--- src/rtl/mem_arb_pkg.sv ---
// Shared types for the unified-memory port arbiter: FSM states, port owner, counter width.
package mem_arb_pkg;

    localparam int CNT_W = 4;

    typedef enum logic [1:0] {
        ST_IDLE  = 2'd0,
        ST_ISSUE = 2'd1,
        ST_RESP  = 2'd2
    } state_t;

    typedef enum logic [1:0] {
        OWN_NONE = 2'd0,
        OWN_IF   = 2'd1,
        OWN_MEM  = 2'd2
    } owner_t;

endpackage

--- src/rtl/mem_arb_starve.sv ---
// Saturating count of MEM grants taken while a fetch is waiting; flags when fetch must win next.
module mem_arb_starve
    import mem_arb_pkg::*;
(
    input  logic             clk,
    input  logic             reset,
    input  logic             grant_if,
    input  logic             grant_mem,
    input  logic             if_req,
    input  logic             if_kill,
    input  logic [CNT_W-1:0] limit,
    output logic             limit_reached
);

    logic [CNT_W-1:0] count_reg;

    always_ff @(posedge clk or posedge reset) begin
        if (reset) begin
            count_reg <= '0;
        end else if (!if_req || grant_if) begin
            count_reg <= '0;
        end else if (grant_mem && !if_kill && (count_reg < limit)) begin
            count_reg <= count_reg + 1'b1;
        end
    end

    assign limit_reached = (count_reg >= limit);

endmodule

--- src/rtl/mem_port_arbiter.sv ---
// Shares one memory port between fetch and the memory stage: IDLE -> ISSUE -> RESP per
// transaction, MEM-first priority bounded by a starvation limit, fetch cancellation on kill.
module mem_port_arbiter
    import mem_arb_pkg::*;
#(
    parameter int AW           = 32,
    parameter int DW           = 32,
    parameter int STARVE_LIMIT = 4
) (
    input  logic          clk,
    input  logic          reset,
    input  logic          if_req,
    input  logic [AW-1:0] if_addr,
    input  logic          if_kill,
    output logic          if_done,
    output logic [DW-1:0] if_rdata,
    input  logic          mem_req,
    input  logic          mem_we,
    input  logic [AW-1:0] mem_addr,
    input  logic [DW-1:0] mem_wdata,
    output logic          mem_done,
    output logic [DW-1:0] mem_rdata,
    output logic          port_req,
    output logic          port_we,
    output logic [AW-1:0] port_addr,
    output logic [DW-1:0] port_wdata,
    input  logic          port_ack,
    input  logic [DW-1:0] port_rdata,
    output logic          stall
);

    localparam logic [CNT_W-1:0] LIMIT = CNT_W'(STARVE_LIMIT);

    state_t        state_reg;
    owner_t        owner_reg;
    logic          kill_reg;
    logic          port_req_reg;
    logic          port_we_reg;
    logic [AW-1:0] port_addr_reg;
    logic [DW-1:0] port_wdata_reg;
    logic          if_done_reg;
    logic          mem_done_reg;
    logic [DW-1:0] if_rdata_reg;
    logic [DW-1:0] mem_rdata_reg;

    logic limit_reached;
    logic grant_mem;
    logic grant_if;

    // MEM holds the older instruction, so it wins unless fetch has already waited out the limit.
    assign grant_mem = (state_reg == ST_IDLE) && mem_req && (!if_req || !limit_reached);
    assign grant_if  = (state_reg == ST_IDLE) && !grant_mem && if_req && !if_kill;

    mem_arb_starve u_starve (
        .clk           (clk),
        .reset         (reset),
        .grant_if      (grant_if),
        .grant_mem     (grant_mem),
        .if_req        (if_req),
        .if_kill       (if_kill),
        .limit         (LIMIT),
        .limit_reached (limit_reached)
    );

    always_ff @(posedge clk or posedge reset) begin
        if (reset) begin
            state_reg      <= ST_IDLE;
            owner_reg      <= OWN_NONE;
            kill_reg       <= 1'b0;
            port_req_reg   <= 1'b0;
            port_we_reg    <= 1'b0;
            port_addr_reg  <= '0;
            port_wdata_reg <= '0;
            if_done_reg    <= 1'b0;
            mem_done_reg   <= 1'b0;
            if_rdata_reg   <= '0;
            mem_rdata_reg  <= '0;
        end else begin
            if_done_reg  <= 1'b0;
            mem_done_reg <= 1'b0;
            case (state_reg)
                ST_IDLE: begin
                    kill_reg <= 1'b0;
                    if (grant_mem) begin
                        port_req_reg   <= 1'b1;
                        port_we_reg    <= mem_we;
                        port_addr_reg  <= mem_addr;
                        port_wdata_reg <= mem_wdata;
                        owner_reg      <= OWN_MEM;
                        state_reg      <= ST_ISSUE;
                    end else if (grant_if) begin
                        port_req_reg   <= 1'b1;
                        port_we_reg    <= 1'b0;
                        port_addr_reg  <= if_addr;
                        port_wdata_reg <= '0;
                        owner_reg      <= OWN_IF;
                        state_reg      <= ST_ISSUE;
                    end
                end
                ST_ISSUE: begin
                    if ((owner_reg == OWN_IF) && if_kill) begin
                        kill_reg <= 1'b1;
                    end
                    if (port_ack) begin
                        port_req_reg <= 1'b0;
                        state_reg    <= ST_RESP;
                        if (owner_reg == OWN_MEM) begin
                            mem_rdata_reg <= port_rdata;
                            mem_done_reg  <= 1'b1;
                        end else if (!(kill_reg || if_kill)) begin
                            // A cancelled fetch still finishes on the port but never reaches the pipeline.
                            if_rdata_reg <= port_rdata;
                            if_done_reg  <= 1'b1;
                        end
                    end
                end
                ST_RESP: begin
                    state_reg <= ST_IDLE;
                    owner_reg <= OWN_NONE;
                    kill_reg  <= 1'b0;
                end
                default: begin
                    state_reg <= ST_IDLE;
                    owner_reg <= OWN_NONE;
                end
            endcase
        end
    end

    assign port_req   = port_req_reg;
    assign port_we    = port_we_reg;
    assign port_addr  = port_addr_reg;
    assign port_wdata = port_wdata_reg;
    assign if_done    = if_done_reg;
    assign if_rdata   = if_rdata_reg;
    assign mem_done   = mem_done_reg;
    assign mem_rdata  = mem_rdata_reg;

    assign stall = (mem_req && !mem_done) || (if_req && !if_done && !if_kill);

endmodule

--- config.mk ---
export PLATFORM = sky130hd
export DESIGN_NAME = mem_port_arbiter
export DESIGN_NICKNAME = d
export VERILOG_FILES = /design/src/rtl/mem_arb_pkg.sv /design/src/rtl/mem_arb_starve.sv /design/src/rtl/mem_port_arbiter.sv
export SDC_FILE = /design/constraint.sdc
export NUM_CORES = 1
export LEC_CHECK = 0
export BUFFER_PORTS_ARGS = -buffer_cell sky130_fd_sc_hd__clkbuf_2
export CORE_ASPECT_RATIO = 0.8
export CORE_UTILIZATION = 40
export DETAILED_ROUTE_END_ITERATION = 10
export PLACE_DENSITY = 0.66
export SLEW_MARGIN = 25
export SYNTH_ARGS = -nofsm -noshare
export SYNTH_HDL_FRONTEND = slang
export SYNTH_SLANG_ARGS = --single-unit
--- constraint.sdc ---
create_clock -name clk -period 4.65 [get_ports clk]
set_input_delay 0.2325 -clock clk [delete_from_list [all_inputs] [get_ports clk]]
set_output_delay 0.2325 -clock clk [all_outputs]
set_load 0.1 [all_outputs]
* Word level (Yosys, flattened, before mapping) *
Index checks and enable logic that the tools add are counted.

operators by class
  add/sub/neg operators = 1
  magnitude comparators = 2
  eq/ne operators = 7
  muxes and demuxes = 27
  bitwise logic cells = 3
  reduce and logical (&&, ||, !) cells = 34

operators with widths
  operator                                                                             count
  32-bit 2-to-1 mux                                                                    4
  1-bit 2-to-1 mux                                                                     13
  1-bit logical AND                                                                    11
  2-bit 2-to-1 mux                                                                     4
  4-bit 2-to-1 mux                                                                     2
  2-bit case mux with 2 select lines                                                   2
  2-bit AND reduction                                                                  4
  2-bit nonzero test                                                                   4
  1-bit logical NOT                                                                    6
  3-bit AND reduction                                                                  2
  4-bit by 1-bit adder with 4-bit output, second input constant                        1
  2-bit by 1-bit equality test with 1-bit output, second input constant                2
  2-bit equality test, second input constant                                           2
  4-bit by 3-bit greater-or-equal comparator with 1-bit output, second input constant  1
  1-bit logical OR                                                                     4
  4-bit by 3-bit less-than comparator with 1-bit output, second input constant         1
  2-bit inequality test, second input constant                                         2
  1-bit case mux with 2 select lines                                                   2
  4-bit AND reduction                                                                  1
  3-bit by 2-bit inequality test with 1-bit output, second input constant              1
  1-bit NOT                                                                            3
  2-bit logical NOT                                                                    1
  2-bit OR reduction                                                                   1

word-level totals
  register bits after elaboration = 141
  bits of input ports = 135
  output and inout bits = 133
  logic and storage cells = 86

* Depth between registers and ports, before layout *
  depth in word-level cells = 11
  depth in mapped cells = 6
  depth with buffers taken out = 3

* Modules after synthesis *
From an unflattened synthesis, not the netlist that was laid out.

second synthesis, totals
  cells, all modules = 396
  area, all modules = 5831.8 um2

modules (own cells, without submodules)
  module            instances  cells an instance  area an instance (um2)  seq. area each (um2)
  mem_port_arbiter  1          359                5490.3                  3428.3
  mem_arb_starve    1          37                 341.6                   100.1

* Least setup slack after synthesis *
OpenSTA, ideal clock, no wires.

  kind = register -> output
  start point = register if_done_reg (netlist: if_done)
  end point = output stall
  data arrival time = 3177 ps
  data required time = 4418 ps
  setup slack = 1241 ps
  cell stages (with the launch flop) = 2
  path buffers = 0
  cell sequence = dfrtp_1 > o32ai_1

between the ends
  cells in the longest elaborated chain, start to end = 4

ends and longest elaborated chain
  item                            RTL line                 RTL
  start: declaration              mem_port_arbiter.sv:41   logic if_done_reg;
  start signal: assignment        mem_port_arbiter.sv:74   if_done_reg <= 1'b0;
  start signal: assignment        mem_port_arbiter.sv:79   if_done_reg <= 1'b0;
  start signal: assignment        mem_port_arbiter.sv:113  if_done_reg <= 1'b1;
  1-bit logical NOT               mem_port_arbiter.sv:139  assign stall = (mem_req && !mem_done) || (if_req && !if_done && !if_kill);
  1-bit logical AND (2 in a row)  mem_port_arbiter.sv:139
  1-bit logical OR                mem_port_arbiter.sv:139
  end: declaration                mem_port_arbiter.sv:29   output logic stall

No other way between the ends.

* Final worst setup path *
  start point = register state_reg[0]
  end point = register port_addr_reg[30] (netlist: port_addr[30])

between the ends
  cells in the longest elaborated chain, start to end = 9
  elaborated cells on any way between the ends = 10
  those cells by class = mux: 1; reduce/logical: 9

ends and longest elaborated chain
  item                            RTL line                                                                RTL
  start: declaration              mem_port_arbiter.sv:34                                                  state_t state_reg;
  start signal: assignment        mem_port_arbiter.sv:67                                                  state_reg <= ST_IDLE;
  start signal: assignment        mem_port_arbiter.sv:90                                                  state_reg <= ST_ISSUE;
  start signal: assignment        mem_port_arbiter.sv:97                                                  state_reg <= ST_ISSUE;
  2-bit logical NOT (*)           mem_port_arbiter.sv:51, mem_port_arbiter.sv:52, mem_port_arbiter.sv:81
  1-bit logical AND (2 in a row)  mem_port_arbiter.sv:51                                                  assign grant_mem = (state_reg == ST_IDLE) && mem_req && (!if_req || !limit_reached);
  1-bit logical NOT               mem_port_arbiter.sv:52                                                  assign grant_if = (state_reg == ST_IDLE) && !grant_mem && if_req && !if_kill;
  1-bit logical AND (3 in a row)  mem_port_arbiter.sv:52
  2-bit nonzero test (no line)    -
  2-bit AND reduction (no line)   -
  end signal: assignment          mem_port_arbiter.sv:87                                                  port_addr_reg <= mem_addr;
  end signal: assignment          mem_port_arbiter.sv:94                                                  port_addr_reg <= if_addr;
  end: declaration                mem_port_arbiter.sv:39                                                  logic [AW-1:0] port_addr_reg;

Mark *: on every way between the ends. The rest lies on a longest branch, timed or not.
A chain may end at the register's enable or synchronous reset.

==> results.sh <==
export IMPL_fin_util=0.546
export IMPL_first_iter_violations=147
export IMPL_synth_edf_count=0
export IMPL_drcViolationCount=0
export IMPL_rows=40
export IMPL_worstSkewPairLatency_ns=0.42
export IMPL_viasPerCell=4.81
export IMPL_drt_first_pass_iters=4
export IMPL_fmax_mhz=385
export IMPL_crit_path_end_kind="flop"
export IMPL_worstMarginPinSlew_ns=0.992
export IMPL_r2r_end="port_addr[30]"
export IMPL_async_flop_share=1.00
export IMPL_cts_sinks=141
export IMPL_place_gp_congestion=0.740
export IMPL_n_antenna_cell=0
export IMPL_met2_usage=0.294
export IMPL_rrSetupSlack_ns=2.05
export IMPL_reg2reg_depth=4
export IMPL_path_class="reg2reg"
export IMPL_grt_pass1_wl_mm=22.1
export IMPL_start_util=0.408
export IMPL_synth_top_area_frac=0.577
export IMPL_hold_viol=0
export IMPL_post_route_min_period_ns=2.60
export IMPL_antenna_found_initial=0
export IMPL_placed_cell_area_um2=7570
export IMPL_grt_max_degree=89
export IMPL_die_h_um=113
export IMPL_crit_fanout=44
export IMPL_die_area_um2=15800
export IMPL_setup_viol=0
export IMPL_htreeDepth=4
export IMPL_cp_start_kind="flop"
export IMPL_yosys_warnings=0
export IMPL_critPathLaunch="state_reg[0]"
export IMPL_cts_root_buf="clkbuf_16"
export IMPL_postRouteAntennaNets=0
export IMPL_synth_fp_nets=536
export IMPL_fin_crit_sh=0.558
export IMPL_dp_slack_ns=2.02
export IMPL_ioPinCount=268
export IMPL_use_met1=0.221
export IMPL_grt_usage=0.180
export IMPL_clock_skew_final_ns=0.00837
export IMPL_grt_busiest_layer="met2"
export IMPL_synth_area_per_cell_um2=15.3
export IMPL_timing_critical_path_to="port_addr[30]"
export IMPL_slew_violations=0
export IMPL_worstPathRequired_ns=4.95
export IMPL_cts_buffer_depth=2
export IMPL_grt_pass1_vias=4298
export IMPL_io_buffers=267
export IMPL_hpwl_mm=9.87
export IMPL_drive_gt1_frac=0.693
export IMPL_finish_net_count=804
export IMPL_grt_use_met3=0.0461
export IMPL_final_cell_area_um2=8170
export IMPL_syn_to_final_growth_pct=33.8
export IMPL_rsz0062_at_grt="false"
export IMPL_synth_top_area_cell="dfrtp_1"
export IMPL_dr_total_vias=4181
export IMPL_setup_ws_ns=2.05
export IMPL_synthTopCellsByArea="dfrtp_1 58%, mux2_2 24%, mux2_4 7.1%"
export IMPL_synth_cell_types=33
export IMPL_post_cts_buffers=0
export IMPL_r2r_start="state_reg[0]"
export IMPL_synth_area_um2=6110
export IMPL_wl_per_cell_um=15.8
export IMPL_critPathArrivalTime_ns=2.90
export IMPL_ys_seq_area_frac=0.577
export IMPL_syn_inst=400
export IMPL_overflow=0
export IMPL_outcome="finished clean"
export IMPL_cts_made_buffers=17
export IMPL_tns_ns=0
export IMPL_routed_wl_mm=13.7
export IMPL_synth_seq_cells=141
export IMPL_clk_pin_slew_ns=0.06
export IMPL_slew_headroom=0.339
export IMPL_core_um2=15000
export IMPL_synth_ff_type="dfrtp_1"
export IMPL_die_width_um=140
export IMPL_min_path_type="in2reg"
export IMPL_maxCapViolations=0
export IMPL_cts_tree="done"
-- what timing repair did --
item                                   4_1_cts  5_1_grt
gates resized for setup                      0        0
endpoints found under the hold margin       16        0
hold buffers                                 1        0
-- synth_stat cells (3+ instances only) --
| library cell | count |
|---|---|
| mux2_2 | 132 |
| inv_1 | 6 |
| dfrtp_1 | 141 |
| nor2b_1 | 34 |
| mux2_4 | 29 |
| nor2_1 | 4 |
| nand2_1 | 3 |
| clkbuf_1 | 10 |
| buf_2 | 7 |
| buf_12 | 3 |
| o21ai_0 | 5 |
-- layout by cell type (no fill, tap or decap), types with 2 or more instances in the layout --
| cell | netlist | final |
|---|---|---|
| mux2_2 | 132 | 132 |
| inv_1 | 6 | 5 |
| nand2_1 | 3 | 3 |
| clkbuf_2 | 0 | 267 |
| inv_6 | 0 | 3 |
| a221oi_1 | 2 | 2 |
| mux2_4 | 29 | 29 |
| nor2b_1 | 34 | 34 |
| clkbuf_16 | 0 | 17 |
| dfrtp_1 | 141 | 141 |
| clkinv_4 | 0 | 4 |
| bufinv_16 | 0 | 2 |
| clkinv_2 | 0 | 2 |
| clkinvlp_4 | 0 | 4 |
| buf_4 | 1 | 4 |
| a21oi_1 | 2 | 2 |
| o21ai_0 | 5 | 5 |
| nor2_1 | 4 | 4 |
-- logic make-up (layout without fill, tap and decap cells) --
kind of cell | Yosys count | after routing | share of synthesized area
compound gates | 14 | 14 | 0.0149
mux | 161 | 161 | 0.314
buf+inv | 29 | 310 | 0.0303
fa+ha+maj | 1 | 1 | 0.00205
flops | 141 | 141 | 0.577
simple gates | 54 | 54 | 0.0608
-- layout make-up --
class,count,area [µm²]
fillers,1275,6790
flip-flops and latches,141,3530
multi-input cells,230,2420
repair buffers,272,1380
clock buffers,17,425
well taps,189,236
clock inverters,15,164
inverters,6,27.5
-- through the flow --
stage,hold WS [ns],cells
after floorplan,0.334,400
after global placement,0.436,837
after detailed placement,0.445,837
after CTS,0.0220,870
after global routing,0.0241,870
final,0.0432,870
-- worst max-delay path, stage by stage, from the launching register on --
cell,delay (ns)
dfrtp_1,0.50
nor4b_4,0.73
buf_4,0.57
mux2_2,0.39
mux2_2,0.27
-- metal layers --
layer,vias to the layer above,share of wire
met5,-,0
met4,0,0.023
met3,21,0.051
met2,141,0.50
met1,2082,0.42
li1,1937,-
-- how the worst min path moves through the flow --
| stage | startpoint | to | depth (start not counted) |
|---|---|---|---|
| finish | mem_wdata[5] | port_wdata[5] | 2 |
| global placement | reset | if_rdata[18] | 2 |
| CTS | mem_wdata[10] | port_wdata[10] | 2 |
| floorplan | mem_req | owner_reg[0] | 1 |
| global route | mem_wdata[10] | port_wdata[10] | 2 |
| detailed placement | reset | if_rdata[18] | 2 |
Power is left out: the tool's default activity adds up to more than one toggle a clock period on the data nets, which glitch-free logic cannot reach.
